$ cat config.mk
export PLATFORM = sky130hd
export DESIGN_NAME = serial_adder_ctrl
export DESIGN_NICKNAME = d
export VERILOG_FILES = /design/src/rtl/serial_adder_ctrl.sv
export SDC_FILE = /design/constraint.sdc
export NUM_CORES = 1
export LEC_CHECK = 0
export CAP_MARGIN = 5
export CORE_MARGIN = 3
export CORE_UTILIZATION = 40
export CTS_CLUSTER_DIAMETER = 50
export DETAILED_ROUTE_END_ITERATION = 7
export PLACE_DENSITY = 0.68
export SYNTH_ARGS = -nofsm -noshare
export SYNTH_HDL_FRONTEND = slang
export SYNTH_SLANG_ARGS = --single-unit
$ cat constraint.sdc
create_clock -name clk -period 1.7 [get_ports clk]
set_input_delay 0.34 -clock clk [delete_from_list [all_inputs] [get_ports clk]]
set_output_delay 0.34 -clock clk [all_outputs]
set_load 0.02 [all_outputs]
$ cat src/rtl/serial_adder_ctrl.sv
// Bit-serial adder: captures two operands on start, feeds one full-adder cell
// LSB first with a carry flop, and publishes {cout,sum} at completion.
module serial_adder_ctrl #(
  parameter int WIDTH = 8
) (
  input  logic             clk,
  input  logic             rst_n,
  input  logic             start,
  input  logic [WIDTH-1:0] a,
  input  logic [WIDTH-1:0] b,
  input  logic             cin,
  output logic             busy,
  output logic             done,
  output logic [WIDTH-1:0] sum,
  output logic             cout
);

  localparam int CW = $clog2(WIDTH) + 1;

  typedef enum logic [1:0] {IDLE, RUN, DONE} state_t;

  state_t           state, state_nxt;
  logic [WIDTH-1:0] a_sr, b_sr, shadow;
  logic [CW-1:0]    cnt;
  logic             carry;
  logic             fa_sum, fa_carry;
  logic             last;
  logic             accept;

  // Full-adder cell on the current LSBs and the fed-back carry
  assign fa_sum   = a_sr[0] ^ b_sr[0] ^ carry;
  assign fa_carry = (a_sr[0] & b_sr[0]) | (a_sr[0] & carry) | (b_sr[0] & carry);

  // Terminal count only matters while RUN is active
  assign last   = (cnt == CW'(WIDTH - 1));
  assign accept = (state == IDLE) && start;

  // State register
  always_ff @(posedge clk or negedge rst_n) begin
    if (!rst_n) state <= IDLE;
    else        state <= state_nxt;
  end

  // Next-state: DONE always returns to IDLE, so requests there are dropped
  always_comb begin
    state_nxt = state;
    case (state)
      IDLE:    if (start) state_nxt = RUN;
      RUN:     if (last)  state_nxt = DONE;
      DONE:    state_nxt = IDLE;
      default: state_nxt = IDLE;
    endcase
  end

  // Status outputs decoded from state
  always_comb begin
    busy = 1'b0;
    done = 1'b0;
    case (state)
      RUN:     busy = 1'b1;
      DONE:    begin busy = 1'b1; done = 1'b1; end
      default: ;
    endcase
  end

  // Datapath: operand capture, bit-serial shifting, and result publication
  always_ff @(posedge clk or negedge rst_n) begin
    if (!rst_n) begin
      a_sr   <= '0;
      b_sr   <= '0;
      shadow <= '0;
      cnt    <= '0;
      carry  <= 1'b0;
      sum    <= '0;
      cout   <= 1'b0;
    end else if (accept) begin
      a_sr   <= a;
      b_sr   <= b;
      shadow <= '0;
      cnt    <= '0;
      carry  <= cin;
    end else if (state == RUN) begin
      a_sr   <= a_sr >> 1;
      b_sr   <= b_sr >> 1;
      shadow <= {fa_sum, shadow[WIDTH-1:1]};
      carry  <= fa_carry;
      cnt    <= cnt + CW'(1);
      // The final bit goes straight into sum so no partial word is ever visible
      if (last) begin
        sum  <= {fa_sum, shadow[WIDTH-1:1]};
        cout <= fa_carry;
      end
    end
  end

endmodule
Word-level counts from Yosys, hierarchy flattened --
Cells that the tools add are included.
Word-level totals: register bits 40, output and inout port bits 11
Cells by class: $add $sub $neg 1, eq/ne operators 5, mux-type cells 15, bitwise operators 8, reductions and logical operators 6
Operator list (number):
- 8-bit two-way mux | 6
- 4-bit two-way mux | 2
- 4-bit by 1-bit adder with 4-bit output (second input constant) | 1
- 4-bit by 3-bit equality test with 1-bit output (second input constant) | 1
- 1-bit two-way mux | 4
- 2-bit two-way mux | 2
- 2-bit != test (second input constant) | 2
- 2-bit one-hot mux with 2 select lines | 1
- 1-bit AND | 3
- 3-bit AND reduction | 1
- 2-bit by 1-bit equality test with 1-bit output (second input constant) | 1
- 2-bit equality test (second input constant) | 1
- 2-bit zero test | 1
- 1-bit bitwise OR | 2
- 2-bit AND reduction | 1
- 2-bit nonzero test | 1
- 2-bit OR reduction | 1
- 1-bit bitwise XOR | 2
- 1-bit logical AND | 1
- 1-bit inverter | 1

Longest topological paths before layout --
depth in word-level cells 5, mapped depth 7, mapped depth without buffers 5

Least setup slack after synthesis --
No wires, ideal clock.
path type reg2reg, start register state[0], end register cout, library setup time 0.125 ns, arrival time 1.690 ns, data required time 1.575 ns, slack -0.116 ns, cell stages (with the launch flop) 8, buffers on the path 2, cell sequence dfrtp_1 > inv_1 > ha_1 > and2_4 > buf_6 > or3b_1 > buf_6 > mux2_4
Between the ends: longest elaborated chain between the ends 4, elaborated cells on any way between the ends 5, those cells by class eq/ne: 1; bitwise: 1; reduce/logical: 3
Ends and longest elaborated chain:
- start: declaration | RTL line 22 | state_t state, state_nxt;
- start signal: assignment | RTL line 41 | else state <= state_nxt;
- 2-bit zero test | RTL line 36 | assign accept = (state == IDLE) && start;
- 1-bit logical AND | RTL line 36
- 1-bit inverter (no source line)
- 3-bit AND reduction (no source line) (*)
- end signal: assignment | RTL line 91 | cout <= fa_carry;
- end: declaration | RTL line 15 | output logic cout
Every way passes the cells marked *; elsewhere a longest branch is shown, timed or not. A chain may end at the register's enable or synchronous reset.

Worst setup path after layout --
start register state[1], end register sum[1]
Between the ends: longest elaborated chain between the ends 4, elaborated cells on any way between the ends 5, those cells by class eq/ne: 1; bitwise: 1; reduce/logical: 3
Ends and longest elaborated chain:
- 2-bit zero test | RTL line 36
- 1-bit logical AND | RTL line 36
- 1-bit inverter (no source line)
- 3-bit AND reduction (no source line) (*)
- end signal: assignment | RTL line 90 | sum <= {fa_sum, shadow[WIDTH-1:1]};
- end: declaration | RTL line 14 | output logic [WIDTH-1:0] sum,
Marks and branches as above.

==> summary.txt <==
Run status
  – Status: complete, but fails checks
  – Failing checks: negative setup slack

Routing
  – First drt pass iteration count: 4
  – Vias per cell: 5.00
  – Iter 0 DRT Violations: 74
  – Final ANT Viol Nets: 0
  – Vias: 1,176
  – WL final: 3.10 mm
  – Post-route DRC: 0
  – Wire per inst: 13.2 um

Logic synthesis
  – Most common library cells after synthesis: dfrtp_1 (39), mux2i_1 (23), nand2_1 (18), o21ai_0 (18), nor2_1 (11)
  – Synth Area in Simple Gates: 8.91%
  – Synth Flop Type: dfrtp_1
  – Syn_area_per_cell: 12.0 um^2
  – Net count after synthesis: 174
  – Asr flop ratio synth: 100%
  – Yosys reg bits: 39
  – Synth Instances: 148
  – Post-synthesis adder-cell area fraction: 4.63%
  – EDFF count, synth: 0
  – Syn Std Cell Area: 1780 um^2
  – Dominant cells by area after synthesis: dfrtp_1 (55%), mux2i_1 (13%), mux2_4 (7.6%)
  – Most numerous cell in the Yosys netlist: dfrtp_1
  – Combinational family with the most area after synthesis: multiplexers
  – Mux cell area share after synthesis: 21.1%
  – Sequential share of the synthesized area: 54.7%
  – Top-area cell type share of the netlist area: 54.7%
  – Post-Synth XOR/XNOR Area: 1.47%
  – Yosys cell types: 23
  – Synth area leader: dfrtp_1
  – YS warnings: 0
  – Synth Area in Compound Gates: 5.75%

Setup path
  – Cell family with most CP delay: simple AND/OR/NAND/NOR gates
  – Slowest library cell on the worst path: or3b_4
  – WP buf/inv: 2
  – Critical path peak fanout: 5
  – Sequence of cells on the critical path: inv_2 > ha_4 > and2_4 > or3b_4 > buf_6 > mux2_4
  – WS Path Type: reg2reg
  – WP data arrival: 1.89 ns
  – CP endpoint kind: flip-flop
  – CP Launch Type: flip-flop
  – CP peak stage delay: 0.41 ns
  – CP required: 1.87 ns

Power
  – Sw Ratio: 34.5%
  – Comb pwr share: 41.4%
  – Worst vdd ir: 0.000691 V
  – Internal: 2320 uW
  – Clock power share: 16.5%
  – Sw Pwr: 1220 uW
  – Final Power: 3540 uW
  – Reg power frac: 42.1%
  – Leakage: 0.00108 uW
  – P per Cell Area: 1570 nW/um^2

Clock tree
  – TritonCTS Sinks: 39
  – # hold bufs at CTS: 0
  – H-tree levels: 2
  – Clk slew on worst S/H paths: 0.07 ns
  – CTS Buf Count: 5
  – Clock root buffer: clkbuf_8
  – CTS tree: yes
  – Clk buf depth: 2
  – Clk_lat worst skew: 0.29 ns

Finish
  – Final Cell Area: 2250 um^2
  – Final net count: 210
  – Layout area overhead: 26.3%
  – Post-route core utilization: 54.3%
  – Ant. Diodes: 0
  – Share of cells above drive strength 1: 17.3%
  – FILL cells: 371

Global route
  – Vias in the first global route: 1,163
  – Global-route wire length before repair: 5.15 mm
  – GRT Resource Usage Total: 12.8%
  – Antenna violations before repair: 0
  – Largest net degree at the start of global routing: 46
  – Total gr overflow: 0

STA
  – Worst slew pin tran: 0.486 ns
  – Post-layout min period: 1.72 ns
  – Pins Over Slew Limit: 0
  – Fin crit share: 101%
  – Max Clock Freq: 0.582 GHz
  – RSZ-0062 raised after global routing: true
  – Post-route worst setup slack: -0.0182 ns
  – Fin. Hold Viols: 0
  – Worst Clk Skew: 0.00331 ns
  – Slew HR: 67.6%
  – Setup violators final: 9

Floorplanning
  – Ports: 31
  – Initial core utilization: 43.0%
  – Core Area: 4140 um^2
  – DIE AREA: 5290 um^2
  – Site row count: 23
  – Die H: 72.8 um
  – Die width: 72.8 um

Placed design
  – Port Buffers: 30
  – DP Area: 2130 um^2
  – Hpwl dp: 2.05 mm
  – Final GP Congestion: 0.732

Job
  – Max Cap Viol: 0

Worst hold path
  – Hold WC Path Type: in2async
## what timing repair did
action                     in CTS  in global routing
resized for setup               5                  9
pin swaps                       0                  2
cloned                          0                  1
setup endpoints to repair      11                 13
setup buffers                   0                  2
## metal layers
layer	GRT usage, %	up-vias	part of all wire, %
li1	-	568	-
met1	16.1	562	46
met5	0	-	0
met2	19.8	37	46
met3	3.86	9	5.6
met4	6.97	0	2.1
## layout by cell type (no fill, tap or decap), drive strengths merged
cell type / netlist / final
o21ai: 18 / 18
or3b: 1 / 1
nand3b: 1 / 1
clkinv: 0 / 1
dfrtp: 39 / 39
o21a: 1 / 1
clkdlybuf4s50: 0 / 27
nor2b: 1 / 1
mux2i: 23 / 23
nor2: 11 / 11
nand2b: 2 / 2
nand2: 18 / 18
buf: 5 / 9
mux2: 10 / 10
nand4: 1 / 1
clkdlybuf4s15: 0 / 1
and2: 1 / 1
inv: 2 / 2
fa: 1 / 1
a21oi: 1 / 1
ha: 5 / 5
xnor2: 1 / 1
xor2: 2 / 2
clkbuf: 4 / 8
## kinds of logic after synthesis
group	count (synthesis)
buffers and inverters	11
AO/OA/AOI/OAI	20
XOR/XNOR	3
flip-flops	39
multiplexers	33
AND/OR/NAND/NOR	36
adder cells (fa/ha/maj)	6
## registers in the layout (all words and copies together), names as in the netlist
name,flops
a_sr,8
b_sr,8
carry,1
cnt,4
cout,1
shadow,7
state,2
sum,8
## through the flow
step / instances / setup TNS (ns) / hold slack [ns] / setup slack (ns)
finish: 235 / -0.103 / 0.0949 / -0.0182
global route: 235 / -0.465 / 0.131 / -0.0658
CTS: 232 / 0 / 0.113 / 0.00382
detailed placement: 224 / -1.81 / 0.426 / -0.204
global placement: 224 / -1.65 / 0.411 / -0.184
floorplan: 148 / -0.366 / 0.0444 / -0.0407
## cell type report
cell class              instances  area (um^2)  area share (%)
flip-flops and latches         39          976            43.3
multi-input cells              98          762            33.8
repair buffers                 38          363            16.1
clock buffers                   7         76.3            3.39
well taps                      50         62.6            2.78
inverters                       2         7.51           0.333
clock inverters                 1         5.00           0.222
## power groups by stage
stage | Combinational, uW | Sequential (uW) | Clock, uW
finish | 1470 | 1490 | 582
global route | 1620 | 1550 | 645
CTS | 1420 | 1500 | 606
detailed placement | 1430 | 1510 | 0
global placement | 1370 | 1500 | 0
floorplan | 1010 | 1520 | 0
## worst reg2reg max path, cell delays in order (launching register included)
cell and delay, ns:
dfrtp_1 0.38, inv_2 0.08, ha_4 0.16, and2_4 0.13
or3b_4 0.41, buf_6 0.15, mux2_4 0.29
## final timing paths
| path | from | endpoint | slack (ns) | cells after the start |
|---|---|---|---|---|
| worst max-delay path | state[1] | sum[1] | -0.02 | 6 |
| worst min-delay path | rst_n | sum[0] | 0.09 | 2 |
| worst max register to register | state[1] | sum[1] | -0.02 | 6 |
| worst min register to register | shadow[1] | sum[0] | 0.51 | 1 |
| max in group asynchronous | rst_n | sum[6] | 1.26 | 2 |
| min in group clk | shadow[1] | sum[0] | 0.51 | 1 |
No activity file was read; power rests on OpenSTA's default activity.
